<file path="config.mk">
export PLATFORM = sky130hd
export DESIGN_NAME = beat_detector
export DESIGN_NICKNAME = d
export VERILOG_FILES = /design/src/rtl/lightshow_pkg.sv /design/src/rtl/energy_history.sv /design/src/rtl/beat_detector.sv
export SDC_FILE = /design/constraint.sdc
export NUM_CORES = 1
export LEC_CHECK = 0
export ABC_AREA = 0
export CAP_MARGIN = 20
export CORE_MARGIN = 3
export CORE_UTILIZATION = 30
export DETAILED_ROUTE_END_ITERATION = 16
export SLEW_MARGIN = 10
export SYNTH_ARGS = -nofsm -noshare
export SYNTH_HDL_FRONTEND = slang
export SYNTH_HIERARCHICAL = 1
export SYNTH_SLANG_ARGS = --single-unit
</file>
<file path="constraint.sdc">
create_clock -name clk -period 7.2 [get_ports clk]
set_clock_uncertainty 0.1 [all_clocks]
set_input_delay 1.08 -clock clk [delete_from_list [all_inputs] [get_ports clk]]
set_output_delay 1.08 -clock clk [all_outputs]
set_load 0.05 [all_outputs]
</file>
<file path="src/rtl/lightshow_pkg.sv">
// Shared types and widths for the light-show audio front end.
package lightshow_pkg;

    localparam int SAMPLE_W = 12;
    localparam int POWER_W  = 8;

    typedef enum logic [1:0] {
        WARMUP,
        ARMED,
        LOCKOUT
    } beat_state_t;

    // Magnitude of a two's-complement sample as an unsigned value.
    // -2048 wraps to 12'h800, which reads as 2048 unsigned.
    function automatic logic [SAMPLE_W-1:0] sample_mag(input logic [SAMPLE_W-1:0] s);
        return s[SAMPLE_W-1] ? SAMPLE_W'(-s) : s;
    endfunction

endpackage

</file>
<file path="src/rtl/energy_history.sv">
// Ring buffer of recent window means with a running sum, so the history
// average is a shift rather than a multi-operand add.
module energy_history
    import lightshow_pkg::*;
#(
    parameter int HIST_LOG2 = 3
) (
    input  logic                clk,
    input  logic                reset,
    input  logic                push,
    input  logic [SAMPLE_W-1:0] mean,
    output logic [SAMPLE_W-1:0] avg,
    output logic                full
);

    localparam int DEPTH = 1 << HIST_LOG2;
    localparam int SUM_W = SAMPLE_W + HIST_LOG2;

    logic [SAMPLE_W-1:0]  ring [DEPTH];
    logic [HIST_LOG2-1:0] ptr;
    logic [SUM_W-1:0]     sum;
    logic [HIST_LOG2:0]   fill;

    // Replace the oldest entry, keep the sum consistent and count up to full.
    always_ff @(posedge clk) begin
        if (reset) begin
            // NOTE: the entries are cleared explicitly because the running sum
            // subtracts the oldest entry, which must be zero during warm-up.
            for (int i = 0; i < DEPTH; i++) begin
                ring[i] <= '0;
            end
            ptr  <= '0;
            sum  <= '0;
            fill <= '0;
        end else if (push) begin
            // NOTE: non-blocking assignments, so the subtraction below reads
            // the entry being overwritten, not the new mean.
            ring[ptr] <= mean;
            sum       <= sum + SUM_W'(mean) - SUM_W'(ring[ptr]);
            ptr       <= ptr + 1'b1;
            if (!fill[HIST_LOG2]) begin
                fill <= fill + 1'b1;
            end
        end
    end

    // Fill saturates at DEPTH, which is exactly the top bit of the counter.
    assign full = fill[HIST_LOG2];
    assign avg  = sum[SUM_W-1 -: SAMPLE_W];

endmodule

</file>
<file path="src/rtl/beat_detector.sv">
// Windowed mean-absolute energy, brightness output and beat detection with a
// post-beat lockout so downstream flash holds never overlap.
module beat_detector
    import lightshow_pkg::*;
#(
    parameter int             WINDOW_LOG2    = 10,
    parameter int             HIST_LOG2      = 3,
    parameter logic [3:0]     THRESH         = 4'd12,
    parameter logic [11:0]    MIN_ENERGY     = 12'd16,
    parameter int             LOCKOUT_CYCLES = 4_000_000
) (
    input  logic                clk,
    input  logic                reset,
    input  logic [SAMPLE_W-1:0] sample,
    input  logic                sampleValid,
    output logic [POWER_W-1:0]  sigPower,
    output logic                isBeat
);

    localparam int ACC_W  = SAMPLE_W + WINDOW_LOG2;
    localparam int LOCK_W = $clog2(LOCKOUT_CYCLES + 1);

    logic [ACC_W-1:0]       acc;
    logic [WINDOW_LOG2-1:0] count;
    logic [SAMPLE_W-1:0]    mag;
    logic [ACC_W-1:0]       acc_sum;
    logic [SAMPLE_W-1:0]    mean;
    logic                   close;
    logic [SAMPLE_W-1:0]    avg;
    logic                   full;
    logic [15:0]            scaled_mean;
    logic [15:0]            scaled_avg;
    logic                   beat;
    beat_state_t            state;
    logic [LOCK_W-1:0]      lockout;

    assign mag     = sample_mag(sample);
    assign acc_sum = acc + ACC_W'(mag);
    assign mean    = acc_sum[ACC_W-1 -: SAMPLE_W];
    assign close   = sampleValid && (count == '1);

    // Both sides of the ratio test fit in 16 bits: 4095*8 and 4095*15.
    assign scaled_mean = {1'b0, mean, 3'b000};
    assign scaled_avg  = 16'(avg) * 16'(THRESH);

    // The avg seen here is the pre-insertion value because the history
    // only absorbs this window's mean on the same clock edge.
    assign beat = close && (state == ARMED) && (mean > MIN_ENERGY)
                  && (scaled_mean > scaled_avg);

    energy_history #(
        .HIST_LOG2(HIST_LOG2)
    ) u_history (
        .clk  (clk),
        .reset(reset),
        .push (close),
        .mean (mean),
        .avg  (avg),
        .full (full)
    );

    // Accumulate sample magnitudes; restart at each window close.
    always_ff @(posedge clk) begin
        if (reset) begin
            acc   <= '0;
            count <= '0;
        end else if (sampleValid) begin
            acc   <= close ? '0 : acc_sum;
            count <= count + 1'b1;
        end
    end

    // Brightness from the closed window's mean, saturated to 8 bits.
    always_ff @(posedge clk) begin
        if (reset) begin
            sigPower <= '0;
        end else if (close) begin
            sigPower <= mean[SAMPLE_W-1] ? '1 : mean[10:3];
        end
    end

    // Warm-up, armed and lockout sequencing with the registered beat pulse.
    always_ff @(posedge clk) begin
        if (reset) begin
            state   <= WARMUP;
            lockout <= '0;
            isBeat  <= 1'b0;
        end else begin
            isBeat <= beat;
            case (state)
                WARMUP: begin
                    if (full) begin
                        state <= ARMED;
                    end
                end
                ARMED: begin
                    if (beat) begin
                        state   <= LOCKOUT;
                        lockout <= LOCK_W'(LOCKOUT_CYCLES - 1);
                    end
                end
                LOCKOUT: begin
                    if (lockout == '0) begin
                        state <= ARMED;
                    end else begin
                        lockout <= lockout - 1'b1;
                    end
                end
                default: begin
                    state <= WARMUP;
                end
            endcase
        end
    end

endmodule

</file>
==> results.md <==
- Port bufs: 23
- Congestion Overflow GR: 0
- Number of standard cells in the layout, taps in and fillers out: 1673
- Switching Fraction: ~28%
- Count of max-cap constraint violations: 0
- Total number of vias: 8583
- Hold Path Cell Cnt: 2
- Pleak: about 4.7 nW
- Slew headroom: roughly a third
- Post-synthesis cell type count: slightly above 90
- Crit path capture type: flop
- ANT nets after route: 0
- Combinational Power Share: a little over an eighth
- Total number of yosys warnings: 6
- Class of the tightest hold or removal check: reg -> reg
- Yosys reg bits: 186
- Max stage delay on crit path: 0.53 ns
- Final instance area: approximately 0.013 mm²
- Post-detailed-placement cell area: ~0.012 mm²
- Peak supply drop: about 0.17 mV
- Ys flop type: sky130_fd_sc_hd__edfxtp_1
- Final net count: about 1200
- Worst hold margin: about 0.38 ns
- Worst-Margin Slew: 0.971 ns
- IO Count: 24
- Power per unit of standard cell area: approximately 190 mW/mm²
- Sum of routed wire length over all layers: 27900 µm
- Area Growth Syn to Fin: 12.0%
- H-tree levels: 4
- Max Clk Rate: between 0.15 and 0.2 GHz
- Cell Chain, Critical Path: clkdlybuf4s50_1 -> nor3_1 -> nand3b_1 -> or2_2 -> o41ai_1 -> xnor2_1 -> ha_1 -> nand2_2 -> a2111oi_4 -> buf_4 -> o21ai_0 -> buf_4 -> xnor2_1 -> clkinv_1 -> fa_1 -> inv_1 -> ha_1 -> a21oi_1 -> o221a_2 -> nor2_1 -> or4_1 -> nand4_1
- Fraction of layout cells with a size suffix above 1: between 10% and 20%
- Die X-Extent: 201 µm
- Post-Syn Instances: between 1000 and 1500
- Buffer cell driving the clock tree root: sky130_fd_sc_hd__clkbuf_16
- Data required time at the worst endpoint: ~7.5 ns
- Setup violators final: 0
- Worst-skew pair later-pin latency: 0.46 ns
- Cell type with the largest total area after synthesis: sky130_fd_sc_hd__edfxtp_1
- HPWL reported at the end of detailed placement: slightly below 20000 µm
- First-pass GRT wire length: between 40000 and 50000 µm
- Worst hold path startpoint: acc[0]
- Final TNS setup: 0 ns
- Gr usage total: 13.7%
- Number of filler cells placed in the layout: 3758
- Main area contributors after synthesis: sky130_fd_sc_hd__edfxtp_1 25%, sky130_fd_sc_hd__dfxtp_1 16%, sky130_fd_sc_hd__ha_1 6.3%
- Floorplan die area: approximately 0.04 mm²
- Number of hold buffers added after cts: 0
- Worst flop-to-flop path startpoint: acc[4]
- Wirelength per Cell: ~17 µm
- Critical path's top delay family: simple AND/OR/NAND/NOR gates
- Minimum setup slack among reg-to-reg paths: 2.30 ns
- Initial Util: 30.9%
- Post-route fraction of the period consumed by the critical path: 91.5%
- Clock slew at the register clock pins of the worst setup and hold paths: 0.08 ns
- Outcome: finished, final reports clean
- Length of the first detailed-routing pass in iterations: 5
- Clock share of power: between 30% and 40%
- Internal portion of total power: roughly 1.8 mW
- Top fanout value on the critical path: 6
- Startpoint kind of the worst setup timing path: input pin
- CTS buffer count: 17
- Residual DRC: 0
- TritonCTS clock tree: yes
- Detail-routed via count per cell: between 5 and 6
- Async set or reset register ratio after synthesis: 0%
- Post-Synthesis Net Count: 1242
- Power, Total: ~2.5 mW
- Flop pwr share: around 47%
- Largest net degree at the start of global routing: 76
- Number of synthesized flops with an enable pin: between 90 and 100
- Synthesized cell area: 0.0114 mm²
- Largest buffer count on any clock path: 2
- Weighted congestion reported at the end of routability-driven placement: 0.804
- Number of global-route vias before repair: 8408
- Number of endpoints with negative hold slack in the final report: 0
- Number of rows created at floorplan: 70
- Worst setup path class: in -> reg
- Number of sinks handled by clock tree synthesis: roughly 190
- Slowest library cell on the worst path: sky130_fd_sc_hd__fa_1
- Worst Reg2Reg Path Length in Cells: 17
- Avg Inst Size Synth: approximately 10 µm²
- Cells resized by post-CTS repair: 0
- Postcts setup bufs: 0
- Worst path buffer plus inverter count: 5
- Final period demand of the worst path: between 6 and 7 ns
- End of the worst hold path: acc[0]
- Share of the synthesized area in the top cell type: between 20% and 30%
- Count of inserted antenna diode cells: 0
- Initial antenna violation count: 0
- Standard cell core area: around 0.037 mm²
- Switching power: 0.688 mW
- Die Span Y: 201 µm
- Iteration-0 DRC count of the detailed router: 576
- Worst EP arrival: 6.87 ns
- Register area share after synthesis: about two fifths
- Cell count after placement: roughly 1600
- Slew Limit Fails: 0
- Setup repair after global routing missed its margin: false
- Worst flop-to-flop path endpoint: u_history/sum[14]
-- stage by stage --
| stage | setup slack [ns] | utilization (%) |
|---|---|---|
| floorplan | 0.944 | - |
| global route | 0.165 | 34.6 |
| global placement | 0.341 | 32.9 |
| detailed placement | 0.202 | 32.9 |
| finish | 0.612 | 34.6 |
| CTS | 0.646 | 34.6 |
-- layout by cell type (no fill, tap or decap), types with 39 or more instances in the layout --
cell type and n:
sky130_fd_sc_hd__buf_4 39, sky130_fd_sc_hd__nor3_1 76, sky130_fd_sc_hd__inv_1 57, sky130_fd_sc_hd__dfxtp_1 90, sky130_fd_sc_hd__nor4_1 48, sky130_fd_sc_hd__a21oi_1 62, sky130_fd_sc_hd__nand2_1 61, sky130_fd_sc_hd__ha_1 58
sky130_fd_sc_hd__nor2_1 102, sky130_fd_sc_hd__edfxtp_1 96
-- power by group through the flow --
| stage | clock network [mW] | logic [mW] | registers [mW] |
|---|---|---|---|
| finish | 0.973 | 0.332 | 1.17 |
| global route | 1.03 | 0.370 | 1.17 |
| global placement | 0 | 0.329 | 1.19 |
| floorplan | 0 | 0.241 | 1.18 |
| detailed placement | 0 | 0.331 | 1.19 |
| CTS | 0.992 | 0.334 | 1.17 |
-- worst max-delay path by stage --
stage	from	to	slack (ns)	cells after the start
5_1_grt	sample[2]	u_history/sum[14]	0.17	22
3_5_place_dp	sample[2]	u_history/sum[14]	0.20	22
3_3_place_gp	sample[2]	u_history/sum[14]	0.34	22
2_1_floorplan	sample[2]	u_history/sum[14]	0.94	20
4_1_cts	sample[2]	u_history/sum[14]	0.65	22
6_report	sample[2]	u_history/sum[14]	0.61	22
-- Yosys cell counts, types with 24 or more instances --
cell / count
sky130_fd_sc_hd__a21oi_1: 62
sky130_fd_sc_hd__clkbuf_1: 49
sky130_fd_sc_hd__dfxtp_1: 90
sky130_fd_sc_hd__edfxtp_1: 96
sky130_fd_sc_hd__ha_1: 58
sky130_fd_sc_hd__inv_1: 57
sky130_fd_sc_hd__mux4_2: 24
sky130_fd_sc_hd__nand2_1: 61
sky130_fd_sc_hd__nor2_1: 102
sky130_fd_sc_hd__nor3_1: 76
sky130_fd_sc_hd__nor4_1: 48
sky130_fd_sc_hd__o21ai_0: 28
sky130_fd_sc_hd__xnor2_1: 36
-- final cells by class --
type | instances | area (µm²) | area share (%)
sequential | 186 | 4680 | 36.6
tap | 504 | 631 | 4.93
clock buffer | 17 | 425 | 3.32
timing repair buffer | 61 | 513 | 4.01
inverter | 69 | 259 | 2.02
clock inverter | 15 | 181 | 1.42
multi-input combinational | 821 | 6110 | 47.7
-- per-layer routing --
metal  vias up  routed length (µm)  track usage, %
met3        27                1150            2.48
li1       4214                   -               -
met1      4176               13200            18.7
met2       166               13200            22.8
met5         -                   0               0
met4         0                 334            3.11
-- state kept, by name (all words and copies together) (netlist names), named ones only --
name	cells
u_history/fill	4
state	2
u_history/sum	15
u_history/ptr	3
u_history/ring	96
isBeat	1
sigPower	8
acc	22
count	10
lockout	22
-- cells by family after synthesis --
logic type                 count (synthesis)  synth area share, %
AOI/OAI and AO/OA                        212                 13.3
xor gates and xnor gates                  61                 4.96
and+or+nand+nor                          427                 19.4
muxes                                     49                 7.05
DFF                                      186                 41.0
adders and majority gates                 72                 8.80
buffers and inverters                    148                 5.57
-- worst min-delay path, delay by kind of cell, from the launching register on --
| family | cells | cell delay, ns |
|---|---|---|
| DFF | 1 | 0.32 |
| AOI/OAI and AO/OA | 1 | 0.06 |
| and+or+nand+nor | 1 | 0.07 |
(Power assumes the default switching activity.)
